[config.mk]
export PLATFORM = sky130hd
export DESIGN_NAME = sequence_player
export DESIGN_NICKNAME = d
export VERILOG_FILES = /design/src/rtl/sequence_player.sv
export SDC_FILE = /design/constraint.sdc
export NUM_CORES = 1
export LEC_CHECK = 0
export BUFFER_PORTS_ARGS = -buffer_cell sky130_fd_sc_hd__buf_4
export CAP_MARGIN = 20
export CORE_AREA = 2 2 60 62
export DETAILED_ROUTE_END_ITERATION = 10
export DIE_AREA = 0 0 62 64
export PLACE_DENSITY = 0.81
export SYNTH_ARGS = -nofsm -noshare
export SYNTH_HDL_FRONTEND = slang
export SYNTH_SLANG_ARGS = --single-unit
[constraint.sdc]
create_clock -name clk -period 4.3 [get_ports clk]
set_input_delay 0.86 -clock clk [delete_from_list [all_inputs] [get_ports clk]]
set_output_delay 0.86 -clock clk [all_outputs]
set_load 0.01 [all_outputs]
[src/rtl/sequence_player.sv]
// Plays a stored symbol sequence on one-hot LEDs, paced by the millisecond timer's tick.
// Optional feature macro SEQ_PLAYER_ABORT_EN adds an `abort` input that returns to IDLE.
module sequence_player #(
  parameter int unsigned ON_MS   = 500,
  parameter int unsigned OFF_MS  = 250,
  parameter int unsigned MAX_LEN = 16
) (
  input  logic                       clk,
  input  logic                       rst,
  input  logic                       start,
  input  logic [$clog2(MAX_LEN):0]   seq_len,
  input  logic                       ms_tick,
`ifdef SEQ_PLAYER_ABORT_EN
  input  logic                       abort,
`endif
  output logic                       timer_en,
  output logic [$clog2(MAX_LEN)-1:0] rd_addr,
  input  logic [1:0]                 rd_data,
  output logic [3:0]                 led,
  output logic                       busy,
  output logic                       done
);

  localparam int unsigned   AW       = $clog2(MAX_LEN);
  localparam int unsigned   LW       = AW + 1;
  localparam logic [15:0]   ON_LAST  = 16'(ON_MS - 1);
  localparam logic [15:0]   OFF_LAST = 16'(OFF_MS - 1);
  localparam logic [LW-1:0] LEN_MAX  = LW'(MAX_LEN);

  typedef enum logic [2:0] {
    S_IDLE,
    S_ADDR,
    S_DATA,
    S_SHOW,
    S_GAP,
    S_DONE
  } state_t;

  state_t        state_q, state_d;
  logic [15:0]   cnt_q, cnt_d;
  logic [AW-1:0] idx_q, idx_d;
  logic [AW-1:0] rd_addr_d;
  logic [LW-1:0] len_q, len_d;
  logic [3:0]    led_d;
  logic          busy_d, done_d, timer_en_d;

  // NOTE: every variable gets a default before the case statement so no path
  // leaves one unassigned, which would otherwise infer a latch.
  always_comb begin
    state_d   = state_q;
    cnt_d     = cnt_q;
    idx_d     = idx_q;
    len_d     = len_q;
    rd_addr_d = rd_addr;
    led_d     = led;

    unique case (state_q)
      S_IDLE: begin
        if (start) begin
          len_d     = (seq_len > LEN_MAX) ? LEN_MAX : seq_len;
          idx_d     = '0;
          rd_addr_d = '0;
          cnt_d     = '0;
          state_d   = (seq_len == '0) ? S_DONE : S_ADDR;
        end
      end
      S_ADDR: state_d = S_DATA;
      S_DATA: begin
        led_d   = 4'b0001 << rd_data;
        state_d = S_SHOW;
      end
      S_SHOW: begin
        if (ms_tick) begin
          if (cnt_q == ON_LAST) begin
            cnt_d   = '0;
            led_d   = '0;
            state_d = S_GAP;
          end else begin
            cnt_d = cnt_q + 16'd1;
          end
        end
      end
      S_GAP: begin
        if (ms_tick) begin
          if (cnt_q == OFF_LAST) begin
            cnt_d = '0;
            if ({1'b0, idx_q} == (len_q - 1'b1)) begin
              state_d = S_DONE;
            end else begin
              idx_d     = idx_q + 1'b1;
              rd_addr_d = idx_q + 1'b1;
              state_d   = S_ADDR;
            end
          end else begin
            cnt_d = cnt_q + 16'd1;
          end
        end
      end
      S_DONE:  state_d = S_IDLE;
      default: state_d = S_IDLE;
    endcase

`ifdef SEQ_PLAYER_ABORT_EN
    // Abort overrides whatever the case above decided, but only once playing.
    if (abort && (state_q != S_IDLE)) begin
      state_d = S_IDLE;
      cnt_d   = '0;
      led_d   = '0;
    end
`endif

    // Status outputs are registered from the next state so they line up with it.
    busy_d     = (state_d != S_IDLE);
    timer_en_d = (state_d != S_IDLE) && (state_d != S_DONE);
    done_d     = (state_d == S_DONE);
  end

  // NOTE: sequential state uses non-blocking assignments so every register
  // samples the pre-edge values, independent of statement order.
  always_ff @(posedge clk or negedge rst) begin
    if (!rst) begin
      state_q  <= S_IDLE;
      cnt_q    <= '0;
      idx_q    <= '0;
      len_q    <= '0;
      rd_addr  <= '0;
      led      <= '0;
      busy     <= 1'b0;
      done     <= 1'b0;
      timer_en <= 1'b0;
    end else begin
      state_q  <= state_d;
      cnt_q    <= cnt_d;
      idx_q    <= idx_d;
      len_q    <= len_d;
      rd_addr  <= rd_addr_d;
      led      <= led_d;
      busy     <= busy_d;
      done     <= done_d;
      timer_en <= timer_en_d;
    end
  end

endmodule
Word level (Yosys, flattened, before mapping). Index checks and enable logic that the tools add are counted.

$add $sub $neg: 3. Order comparisons: 1. Eq/ne operators: 15. Shift-type cells: 1. Multiplexer cells: 23. Reduce and logical (&&, ||, !) cells: 11.

Operators by type and width (count): $mux W16 (5); $pmux W16 S3 (1); $mux W4 (6); $mux W3 (7); $add A16 B1 Y16 const B (1); $eq A16 B8 Y1 const B (1); $eq A16 B9 Y1 const B (1); $pmux W4 S2 (2); $pmux W3 S5 (1); $ne A2 B2 Y1 const B (6); $eq A3 B2 Y1 const B (2); $eq A3 B3 Y1 const B (2); $reduce_bool A3 Y1 (2); $eq A4 B5 Y1 (1); $gt A5 B5 Y1 const B (1); $logic_not A5 Y1 (1); $mux W5 (1); $reduce_and A5 Y1 (1); $sub A5 B1 Y5 const B (1); $add A4 B1 Y4 const B (1); $reduce_and A4 Y1 (1); $reduce_bool A2 Y1 (2); $shl A1 B2 Y4 const A (1); $eq A3 B1 Y1 const B (1); 5 further kinds (5).

Register bits after elaboration: 35. Input port bits: 11.

Longest topological paths before layout.
Depth after elaboration: 8. Gate-level depth with buffers: 8.

Worst setup path after synthesis. No wires, ideal clock.

Path type: input to register. From: in ms_tick. To: reg cnt_q[14]. Setup time: 121 ps. Data arrival time: 2382 ps. Data required time: 4179 ps. Slack: 1797 ps. Stages on the path: 6. Path buffers: 0. Cells stage by stage: or4bb_2 nand3_1 nand4_4 nor4_1 xnor2_1 nor2_1.

Cells in the longest elaborated chain, start to end: 2. Elaborated cells on any way between the ends: 3. Those cells by class: eq/ne: 2; reduce/logical: 1.

RTL lines: start, declared (RTL line 12) `input logic ms_tick,`; $ne A2 B2 Y1 (no source line); $reduce_and A4 Y1 (no source line) (*); end signal, assigned (RTL line 133) `cnt_q <= cnt_d;`; end, declared (RTL line 40) `logic [15:0] cnt_q, cnt_d;`.

Every way passes the cells marked *; elsewhere a longest branch is shown, timed or not. A chain may end at the register's enable or synchronous reset.

Worst setup path in the final report.
From: reg cnt_q[2]. To: reg cnt_q[8].

Cells in the longest elaborated chain, start to end: 4. Elaborated cells on any way between the ends: 8. Those cells by class: add/sub: 1; eq/ne: 2; mux: 5.

RTL lines: $add A16 B1 Y16, or another cell as far along (RTL line 79, 95); $mux W16, on equally long branches (RTL line 85, 74); $mux W16, on equally long branches (RTL line 84, 73); $pmux W16 S3 (*) (RTL line 57) `unique case (state_q)`.

Every way passes the cells marked *; elsewhere a longest branch is shown, timed or not. The select of a mux whose other input is x is not followed.

==> metrics.csv <==
metric;value;unit
status;finished clean;
critPathKind;flip-flop to flip-flop;
synth_flop_cell;dfrtp_1;
die-width;62;um
numCtsBuffers;5;
vias_per_cell;5.70;
cts.sinks;35;
ys_async_sr_fraction;100;%
max-vdd-ir-drop;0.000221;V
regArea;876;um^2
fin_crit;2.73;ns
htree_num_levels;2;
cp.required;4.53;ns
drcViolationCount;0;
clk_pin_slew;0.11;ns
drv_cap;0;
nFillCells;254;
drt-initial-drc-count;103;
syn_nets;223;
die_area;3970;um^2
grt_usage;23.2;%
grt_max_degree;36;
start_kind;flip-flop;
crit_fanout;11;
ys_seq_area_share;44.5;%
worst_slew_pin_slew;0.570;ns
route.detailed.wl_per_inst;14.1;um
p_leak;1.02;nW
syn_inst;208;
finClkSkew;0.00903;ns
cts-root-buf;clkbuf_4;
rows;21;
gp_congestion;0.817;
period_share;63.5;%
die_h;64;um
diodes;0;
setup_viol;0;
critPathCaptureType;flip-flop;
numPortBuffers;21;
netlist_top_cells_area;dfrtp_1 (44%), nand2_1 (5.0%), xnor2_1 (4.0%), o21ai_0 (3.8%), nand3_1 (3.0%);
start_util;60.0;%
drv_slew;0;
areaGrowthSynthToFinish;13.7;%
cp.arrival;2.97;ns
hold_ws;0.446;ns
cp_slowest_stage_delay;0.58;ns
antenna_found_initial;0;
grt_remaining_overflow;0;
final_hold_viol_count;0;
netlist_area;1970;um^2
cts_hold_repair.buffers;0;
synth_top_cell_by_area;dfrtp_1;
tns;0;ns
cts_buffer_depth;2;
powerDensity;331;nW/um^2
critPathSlowestCell;or4_4;
core_area;3280;um^2
firstDrtPassIters;4;
ctsResizeCount;0;
worstPathCellList;or4_4, nor4_1, a2bb2oi_2, and2_1, o22ai_1, a21o_1;
hpwl;2.89;mm
multi_input_area;1030;um^2
rsz0062_at_grt;false;
clk_latency;0.34;ns
grt_pass1_vias;1575;
grt_pass1_wl;6.89;mm
synth_enable_flop_cells;0;
synth.distinct_cells;45;
yosysWarnings;0;
fmax;366;MHz
ioPinCount;22;
relSlewSlack;61.6;%
ys_top_cells_by_count;dfrtp_1 (35), nand2_1 (26), nor2_1 (15), o21ai_0 (15);
synth_top_area_share;44.5;%
avgSynthCellArea;9.47;um^2
ant_nets;0;
cts_tree;yes;
postCtsSetupBuffers;0;
vias;1591;
holdCritPathClass;primary input to asynchronous set/reset pin;
synth_seq_cells;35;
fin_nets;247;
layout-drive-gt1-share;18.0;%
yosysMostFrequentCell;dfrtp_1;
wl;3.92;mm
[power by group]
group	switching [mW]	internal (mW)
clock	0.105	0.0962
sequential	0.0434	0.362
combinational	0.0663	0.0671
total	0.215	0.526
[worst max-delay path: cells and delay by family (launching register included)]
kind | cells | cell delay [ns]
compound gates | 3 | 0.63
flops | 1 | 0.47
simple gates | 3 | 1.53
[sequential cells by signal, indices dropped and copies added (netlist names)]
signal	flops
len_q	5
done	1
cnt_q	16
busy	1
idx_q	4
timer_en	1
state_q	3
led	4
[placed cells by master (no fill, tap or decap), drive strengths merged, types with 6 or more instances in the layout]
cell type / instances
dfrtp: 35
o21ai: 15
a21oi: 6
nand3b: 6
xnor2: 9
clkbuf: 8
nand2: 26
nor2: 15
nand3: 12
inv: 12
buf: 22
[layout make-up]
| class | instances | area share, % |
|---|---|---|
| clock buffer | 8 | 3.07 |
| inverter | 12 | 2.01 |
| multi-input combinational | 156 | 45.8 |
| sequential | 35 | 39.1 |
| tap | 46 | 2.57 |
| timing repair buffer | 22 | 7.38 |
[worst paths after layout]
kind                                       from                   end  slack, ns  cells after the start
min in group clk             led[2]$_DFFE_PN0P_    led[2]$_DFFE_PN0P_       0.48                      2
max                        cnt_q[2]$_DFFE_PN0P_  cnt_q[8]$_DFFE_PN0P_       1.57                      6
min reg2reg                  led[2]$_DFFE_PN0P_    led[2]$_DFFE_PN0P_       0.48                      2
max reg2reg                cnt_q[2]$_DFFE_PN0P_  cnt_q[8]$_DFFE_PN0P_       1.57                      6
min                                         rst  idx_q[2]$_DFFE_PN0P_       0.45                      1
max in group asynchronous                   rst    led[1]$_DFFE_PN0P_       3.53                      1
[logic make-up (layout without fill, tap and decap cells)]
logic type                 count (synthesis)  in the layout  synth area share (%)
AOI/OAI and AO/OA                         35             35                  12.5
xor gates and xnor gates                  14             14                  6.99
adders and majority gates                  4              4                  2.54
buffers and inverters                     17             42                  3.43
DFF                                       35             35                  44.5
muxes                                      2              2                  1.02
and+or+nand+nor                          101            101                  29.0
[layer usage]
layer | track usage [%] | wire length (um) | vias up
met5 | 0 | 0 | -
met4 | 6.12 | 34 | 0
met3 | 6.28 | 127 | 4
met2 | 37.6 | 1900 | 30
met1 | 30.1 | 1860 | 765
li1 | - | - | 792
[through the flow]
| stage | util, % | cell area, um^2 | std cells | power, mW | setup WS, ns |
|---|---|---|---|---|---|
| 3_5_place_dp | 66.1 | 2170 | 271 | 0.545 | 1.33 |
| 2_1_floorplan | - | 1970 | 208 | 0.491 | 1.80 |
| 4_1_cts | 68.2 | 2240 | 279 | 0.748 | 1.57 |
| 3_3_place_gp | 66.1 | 2170 | 271 | 0.542 | 1.39 |
| 5_1_grt | 68.2 | 2240 | 279 | 0.787 | 1.31 |
| 6_report | 68.2 | 2240 | 279 | 0.740 | 1.57 |
Note: power is estimated with default switching activity, not from simulation.
